**config.mk**
```make
export PLATFORM = sky130hd
export DESIGN_NAME = audio_adc_rx
export DESIGN_NICKNAME = d
export VERILOG_FILES = /design/src/rtl/audio_pkg.sv /design/src/rtl/audio_sync_edge.sv /design/src/rtl/audio_adc_rx.sv
export SDC_FILE = /design/constraint.sdc
export NUM_CORES = 1
export LEC_CHECK = 0
export BUFFER_PORTS_ARGS = -buffer_cell sky130_fd_sc_hd__buf_4
export CORE_ASPECT_RATIO = 0.9
export CORE_MARGIN = 2
export CORE_UTILIZATION = 30
export DETAILED_ROUTE_END_ITERATION = 7
export PLACE_DENSITY_LB_ADDON = 0.12
export SYNTH_ARGS = -nofsm -noshare
export SYNTH_HDL_FRONTEND = slang
export SYNTH_SLANG_ARGS = --single-unit
```
**constraint.sdc**
```tcl
create_clock -name sys_clk -period 2.5 [get_ports sys_clk]
set_input_delay 0.25 -clock sys_clk [delete_from_list [all_inputs] [get_ports sys_clk]]
set_output_delay 0.25 -clock sys_clk [all_outputs]
set_load 0.03 [all_outputs]
```
**src/rtl/audio_pkg.sv**
```systemverilog
// Shared audio-interface definitions: sample width, I2S framing delay,
// channel and receive-FSM state encodings.
package audio_pkg;

  localparam int AUDIO_SAMPLE_WIDTH = 24;
  localparam int I2S_DELAY_BITS     = 1;

  typedef enum logic {
    CH_LEFT  = 1'b0,
    CH_RIGHT = 1'b1
  } channel_t;

  typedef enum logic [1:0] {
    IDLE  = 2'd0,
    SKIP  = 2'd1,
    SHIFT = 2'd2,
    HOLD  = 2'd3
  } rx_state_t;

endpackage

```
**src/rtl/audio_sync_edge.sv**
```systemverilog
// Multi-flop synchroniser for an asynchronous level, plus one-cycle rise and
// fall event strobes in the sys_clk domain.
module audio_sync_edge #(
  parameter int SYNC_STAGES = 2
) (
  input  logic clk_i,
  input  logic rst_n_i,
  input  logic d_i,
  output logic rise_o,
  output logic fall_o
);

  logic [SYNC_STAGES-1:0] sync_q;
  logic                   prev_q;

  always_ff @(posedge clk_i or negedge rst_n_i) begin
    if (!rst_n_i) begin
      sync_q <= '0;
      prev_q <= 1'b0;
    end else begin
      sync_q <= {sync_q[SYNC_STAGES-2:0], d_i};
      prev_q <= sync_q[SYNC_STAGES-1];
    end
  end

  assign rise_o = sync_q[SYNC_STAGES-1] & ~prev_q;
  assign fall_o = ~sync_q[SYNC_STAGES-1] & prev_q;

endmodule

```
**src/rtl/audio_adc_rx.sv**
```systemverilog
// I2S receive path: oversamples codec BCLK/ADCLRC/ADCDAT and delivers signed
// left/right pairs on a valid/ready handshake. Optional peak meters under
// AUDIO_ADC_RX_PEAK_EN.
//
//   state | meaning
//   IDLE  | after reset, waiting for the first frame-clock edge
//   SKIP  | new slot started, consuming the I2S delay bit(s)
//   SHIFT | capturing sample bits MSB first
//   HOLD  | slot complete, ignoring bits until the next frame-clock edge
module audio_adc_rx
  import audio_pkg::*;
#(
  parameter int SAMPLE_WIDTH = AUDIO_SAMPLE_WIDTH,
  parameter int SYNC_STAGES  = 2
) (
  input  logic                    sys_clk,
  input  logic                    reset,
  input  logic                    bclk,
  input  logic                    adclrc,
  input  logic                    adcdat,
  output logic [SAMPLE_WIDTH-1:0] data_left,
  output logic [SAMPLE_WIDTH-1:0] data_right,
  output logic                    out_valid,
  input  logic                    out_ready,
  output logic                    overrun,
  output logic                    frame_err,
`ifdef AUDIO_ADC_RX_PEAK_EN
  output logic [SAMPLE_WIDTH-2:0] peak_left,
  output logic [SAMPLE_WIDTH-2:0] peak_right,
`endif
  input  logic                    clr_status
);

  localparam int CNT_W  = $clog2(SAMPLE_WIDTH + 1);
  localparam int SKIP_W = (I2S_DELAY_BITS > 1) ? $clog2(I2S_DELAY_BITS) : 1;
  localparam logic [CNT_W-1:0]  LAST_BIT  = CNT_W'(SAMPLE_WIDTH - 1);
  localparam logic [CNT_W-1:0]  CNT_ONE   = CNT_W'(1);
  localparam logic [SKIP_W-1:0] SKIP_INIT = SKIP_W'(I2S_DELAY_BITS - 1);
  localparam logic [SKIP_W-1:0] SKIP_ONE  = SKIP_W'(1);

  logic bclk_rise;
  logic bclk_fall_unused;

  audio_sync_edge #(.SYNC_STAGES(SYNC_STAGES)) u_bclk_sync (
    .clk_i   (sys_clk),
    .rst_n_i (reset),
    .d_i     (bclk),
    .rise_o  (bclk_rise),
    .fall_o  (bclk_fall_unused)
  );

  logic [SYNC_STAGES-1:0] lrc_sync_q;
  logic [SYNC_STAGES-1:0] dat_sync_q;
  logic                   lrc_s;
  logic                   dat_s;

  always_ff @(posedge sys_clk or negedge reset) begin
    if (!reset) begin
      lrc_sync_q <= '0;
      dat_sync_q <= '0;
    end else begin
      lrc_sync_q <= {lrc_sync_q[SYNC_STAGES-2:0], adclrc};
      dat_sync_q <= {dat_sync_q[SYNC_STAGES-2:0], adcdat};
    end
  end

  assign lrc_s = lrc_sync_q[SYNC_STAGES-1];
  assign dat_s = dat_sync_q[SYNC_STAGES-1];

  rx_state_t               state_q, state_d;
  channel_t                ch_q, ch_d;
  logic [CNT_W-1:0]        cnt_q, cnt_d;
  logic [SKIP_W-1:0]       skip_q, skip_d;
  logic [SAMPLE_WIDTH-2:0] shreg_q, shreg_d;
  logic                    lrc_prev_q, lrc_prev_d;
  logic                    primed_q, primed_d;
  logic                    ferr_d;
  logic                    lrc_edge;
  logic                    lat_left, lat_right;
  logic [SAMPLE_WIDTH-1:0] word;

  // The first rise after reset only records the frame-clock level, so a
  // reset released mid-slot never looks like a frame boundary.
  assign lrc_edge = bclk_rise & primed_q & (lrc_s != lrc_prev_q);
  assign word     = {shreg_q, dat_s};

  always_comb begin
    state_d    = state_q;
    ch_d       = ch_q;
    cnt_d      = cnt_q;
    skip_d     = skip_q;
    shreg_d    = shreg_q;
    lrc_prev_d = lrc_prev_q;
    primed_d   = primed_q;
    ferr_d     = 1'b0;
    lat_left   = 1'b0;
    lat_right  = 1'b0;

    if (bclk_rise) begin
      lrc_prev_d = lrc_s;
      primed_d   = 1'b1;
    end

    if (lrc_edge) begin
      ferr_d  = (state_q == SKIP) || (state_q == SHIFT);
      state_d = SKIP;
      ch_d    = lrc_s ? CH_RIGHT : CH_LEFT;
      skip_d  = SKIP_INIT;
      cnt_d   = '0;
    end else begin
      case (state_q)
        SKIP: begin
          if (skip_q == '0) begin
            state_d = SHIFT;
            cnt_d   = '0;
          end else if (bclk_rise) begin
            skip_d = skip_q - SKIP_ONE;
          end
        end
        SHIFT: begin
          if (bclk_rise) begin
            shreg_d = word[SAMPLE_WIDTH-2:0];
            cnt_d   = cnt_q + CNT_ONE;
            if (cnt_q == LAST_BIT) begin
              state_d   = HOLD;
              lat_left  = (ch_q == CH_LEFT);
              lat_right = (ch_q == CH_RIGHT);
            end
          end
        end
        default: ;
      endcase
    end
  end

  always_ff @(posedge sys_clk or negedge reset) begin
    if (!reset) begin
      state_q    <= IDLE;
      ch_q       <= CH_LEFT;
      cnt_q      <= '0;
      skip_q     <= '0;
      shreg_q    <= '0;
      lrc_prev_q <= 1'b0;
      primed_q   <= 1'b0;
    end else begin
      state_q    <= state_d;
      ch_q       <= ch_d;
      cnt_q      <= cnt_d;
      skip_q     <= skip_d;
      shreg_q    <= shreg_d;
      lrc_prev_q <= lrc_prev_d;
      primed_q   <= primed_d;
    end
  end

  logic [SAMPLE_WIDTH-1:0] left_hold_q, right_hold_q;
  logic                    left_have_q;
  logic                    pair_pend_q;

  // A right channel only completes a pair if a left arrived since the last one.
  always_ff @(posedge sys_clk or negedge reset) begin
    if (!reset) begin
      left_hold_q  <= '0;
      right_hold_q <= '0;
      left_have_q  <= 1'b0;
      pair_pend_q  <= 1'b0;
    end else begin
      pair_pend_q <= lat_right & left_have_q;
      if (lat_left) begin
        left_hold_q <= word;
        left_have_q <= 1'b1;
      end
      if (lat_right) begin
        left_have_q <= 1'b0;
        if (left_have_q) right_hold_q <= word;
      end
    end
  end

  logic                    out_valid_q, out_valid_d;
  logic                    overrun_q, overrun_d;
  logic                    frame_err_q;
  logic [SAMPLE_WIDTH-1:0] data_left_q, data_right_q;
  logic                    load;

  assign load = pair_pend_q & (~out_valid_q | out_ready);

  always_comb begin
    out_valid_d = load | (out_valid_q & ~out_ready);
    overrun_d   = (pair_pend_q & ~load) | (overrun_q & ~clr_status);
  end

  always_ff @(posedge sys_clk or negedge reset) begin
    if (!reset) begin
      out_valid_q  <= 1'b0;
      overrun_q    <= 1'b0;
      frame_err_q  <= 1'b0;
      data_left_q  <= '0;
      data_right_q <= '0;
    end else begin
      out_valid_q <= out_valid_d;
      overrun_q   <= overrun_d;
      frame_err_q <= ferr_d;
      if (load) begin
        data_left_q  <= left_hold_q;
        data_right_q <= right_hold_q;
      end
    end
  end

  assign out_valid  = out_valid_q;
  assign overrun    = overrun_q;
  assign frame_err  = frame_err_q;
  assign data_left  = data_left_q;
  assign data_right = data_right_q;

`ifdef AUDIO_ADC_RX_PEAK_EN
  localparam logic [SAMPLE_WIDTH-2:0] MAG_ONE = (SAMPLE_WIDTH-1)'(1);

  // Most-negative input saturates to the largest positive magnitude.
  function automatic logic [SAMPLE_WIDTH-2:0] magnitude(input logic [SAMPLE_WIDTH-1:0] s);
    logic [SAMPLE_WIDTH-2:0] m;
    if (!s[SAMPLE_WIDTH-1])               m = s[SAMPLE_WIDTH-2:0];
    else if (s[SAMPLE_WIDTH-2:0] == '0)   m = '1;
    else                                  m = ~s[SAMPLE_WIDTH-2:0] + MAG_ONE;
    return m;
  endfunction

  logic [SAMPLE_WIDTH-2:0] peak_l_q, peak_l_d, peak_r_q, peak_r_d;
  logic [SAMPLE_WIDTH-2:0] mag_l, mag_r;

  always_comb begin
    mag_l    = magnitude(left_hold_q);
    mag_r    = magnitude(right_hold_q);
    peak_l_d = clr_status ? '0 : peak_l_q;
    peak_r_d = clr_status ? '0 : peak_r_q;
    if (load && (mag_l > peak_l_d)) peak_l_d = mag_l;
    if (load && (mag_r > peak_r_d)) peak_r_d = mag_r;
  end

  always_ff @(posedge sys_clk or negedge reset) begin
    if (!reset) begin
      peak_l_q <= '0;
      peak_r_q <= '0;
    end else begin
      peak_l_q <= peak_l_d;
      peak_r_q <= peak_r_d;
    end
  end

  assign peak_left  = peak_l_q;
  assign peak_right = peak_r_q;
`endif

endmodule
```
==> impl_metrics.py <==
metrics = {
    "clock_tree": {
        "numClockSinks": 142,
        "cts_tree": "yes",
        "cts_root_buffer": "clkbuf_16",
        "htreeDepth": 4,
        "cts_max_path_buffers": 2,
        "post_cts_buffers": 0,
        "cts_buffers": 17,
        "clock_latency_ns": 0.42,
        "clkTransAtPathRegs_ns": 0.06,
    },
    "sta": {
        "tns_ns": 0,
        "worst_pin_slew_ns": 0.502,
        "setup_slack_ns": 0.357,
        "hold_ws_ns": 0.162,
        "skew_ns": 0.0106,
        "hold_viol": 0,
        "fin_crit_sh_pct": 85.7,
        "slew_violations": 0,
        "setup_viol": 0,
        "period_minus_slack_ns": 2.14,
        "slew_headroom_pct": 66.5,
        "fmax_mhz": 467,
        "rsz0062_at_grt": "no",
    },
    "synthesis": {
        "synth_cells": 343,
        "synthTopCellsByArea": "dfrtp_1 (65%), mux2_2 (24%), buf_6 (0.83%), ha_1 (0.69%), nand3_1 (0.65%)",
        "syn_nets": 353,
        "ys_types": 32,
        "synth_top_area_share_pct": 65.5,
        "syn_area_per_cell_um2": 15.8,
        "ys.flop_type": "dfrtp_1",
        "ys_warn_count": 0,
        "seq_area_frac_synth_pct": 65.5,
        "yosysTopAreaCell": "dfrtp_1",
        "synth_commonest_cells": "dfrtp_1 (142), mux2_2 (118), nand2_1 (8), nand3_1 (7), o21ai_0 (7)",
        "yosys.cell_count.top_type": "dfrtp_1",
        "synth_async_sr_flop_share_pct": 100,
        "yosys_register_bits": 142,
        "netlist_area_um2": 5430,
        "synth_edf_count": 0,
    },
    "route": {
        "dr.pass1.iters": 4,
        "ant_nets": 0,
        "vias_per_cell": 4.43,
        "drt_iter0_markers": 76,
        "vias": 2985,
        "wl_per_cell_um": 14.8,
        "drc": 0,
        "wl_um": 10000,
    },
    "floorplan": {
        "die_w_um": 146,
        "initial_core_util_pct": 30.7,
        "die_h_um": 132,
        "coreArea_um2": 17700,
        "fp-row-count": 46,
        "io_pins": 58,
        "die-area_um2": 19200,
    },
    "setup_path": {
        "cp.arrival_ns": 2.44,
        "r2r_start": "state_q[0]",
        "crit_type": "register to register",
        "cp.required_ns": 2.80,
        "r2r_setup_slack_ns": 0.36,
        "cp-start-kind": "register",
        "crit_chain": "inv_1, ha_1, nand3b_1, a21o_4, nor3_4, buf_4, mux2_2",
        "critPathSlowestCell": "dfrtp_1",
        "worstPathMaxFanout": 20,
        "reg2reg_depth": 7,
        "rr_endpoint": "right_hold_q[9]",
        "worst_setup_path_end_kind": "register",
        "max_stage_delay_ns": 0.40,
    },
    "cells_and_area": {
        "utilization_pct": 38.9,
        "areaGrowthSynthToFinish_pct": 26.5,
        "seqCellArea_um2": 3550,
        "nets": 431,
        "design_area_um2": 6870,
        "multiInputGateArea_um2": 1770,
        "drive_gt1_share_pct": 51.2,
        "diodes": 0,
        "n_fill_cell": 1688,
    },
    "power": {
        "vdd_ir_drop_max_uv": 488,
        "sequentialPowerShare_pct": 44.7,
        "net-switching-power_mw": 1.28,
        "comb_power_share_pct": 7.4,
        "swShare_pct": 23.1,
        "power.density_nw_per_um2": 808,
        "intPower_mw": 4.27,
        "leakagePower_nw": 3.47,
        "clock_power_share_pct": 47.9,
    },
    "run": {
        "maxCapViolations": 0,
    },
    "grt": {
        "grt_pass1_vias": 3167,
        "grt_start_max_net_pins": 64,
        "grt_pass1_wl_um": 17300,
        "overflow": 0,
        "grt.total_usage_pct": 11.6,
        "antenna_found_initial": 0,
    },
    "outcome": {
        "status": "complete, no violations",
    },
    "placement": {
        "place_ws_ns": 0.336,
        "placed_cell_area_um2": 6190,
        "port_buffers": 57,
        "place_congestion": 0.772,
        "dp_hpwl_um": 6340,
    },
    "worst_hold_path": {
        "min_path_type": "input port to register",
        "hold_path_end": "out_valid",
        "hold_depth": 3,
        "min-delay-start": "out_ready",
    },
}
final cells by class:
cell class              count  area share (%)
repair buffers             71            8.55
clock buffers              18            6.40
well taps                 240            4.37
multi-input cells         183            25.8
inverters                   6           0.328
clock inverters            14            2.75
flip-flops and latches    142            51.8
layout by cell type (no fill, tap or decap), drive strengths merged, types with 6 or more instances in the layout:
cell type | netlist | layout
a21oi | 6 | 6
buf | 9 | 66
clkbuf | 3 | 18
dfrtp | 142 | 142
inv | 6 | 8
mux2 | 119 | 119
nand2 | 8 | 8
nand3 | 7 | 7
o21ai | 7 | 7
worst max-delay path by stage:
stage,startpoint,end,slack (ns)
after floorplan,state_q[0],right_hold_q[0],0.55
after global placement,state_q[0],right_hold_q[18],0.44
final,state_q[0],right_hold_q[9],0.36
after detailed placement,state_q[0],right_hold_q[9],0.34
after global routing,state_q[0],right_hold_q[23],0.22
after CTS,state_q[0],right_hold_q[9],0.35
state kept, by name (all words and copies together), names as in the netlist:
signal and flops:
state_q 2, u_bclk_sync.sync_q 2, skip_q 1, out_valid 1, dat_sync_q 2, data_left 24
ch_q 1, u_bclk_sync.prev_q 1, right_hold_q 24, left_hold_q 24, frame_err 1, shreg_q 23
lrc_prev_q 1, overrun 1, pair_pend_q 1, left_have_q 1, data_right 24, lrc_sync_q 2
primed_q 1, cnt_q 5
power by group through the flow:
stage	sequential (mW)	clock, mW	combinational, mW
after floorplan	2.50	0	0.262
after global placement	2.52	0	0.396
after detailed placement	2.53	0	0.406
after CTS	2.48	2.75	0.416
after global routing	2.50	2.85	0.458
final	2.48	2.66	0.410
per-layer routing:
layer | up-vias | GRT usage [%] | wire, µm
li1 | 1388 | - | -
met1 | 1533 | 15.8 | 4860
met2 | 51 | 16.7 | 4580
met3 | 13 | 3.44 | 361
met4 | 0 | 6.05 | 200
met5 | - | 0 | 0
repair_timing:
item | CTS | global route
endpoints found under the hold margin | 45 | 0
resized for setup | 0 | 0
hold buffers | 5 | 0
critical path, delay by kind of cell (launching register included):
family	cells	cell delay [ns]
compound gates	1	0.30
fa+ha+maj	1	0.16
mux	1	0.38
flops	1	0.40
buf+inv	2	0.39
simple gates	2	0.40
per-stage QoR:
stage	cells	power, mW
final	674	5.55
after CTS	674	5.65
after detailed placement	637	2.93
after global routing	674	5.80
after global placement	637	2.92
after floorplan	343	2.76
cells by family (layout without fill, tap and decap cells):
| family | count (synthesis) | in the layout | synth area share (%) |
|---|---|---|---|
| xor gates and xnor gates | 1 | 1 | 0.161 |
| AOI/OAI and AO/OA | 25 | 25 | 3.09 |
| DFF | 142 | 142 | 65.5 |
| adders and majority gates | 3 | 3 | 0.692 |
| and+or+nand+nor | 34 | 34 | 3.76 |
| buffers and inverters | 18 | 109 | 1.91 |
| muxes | 120 | 120 | 24.9 |
(Power assumes the default switching activity.)
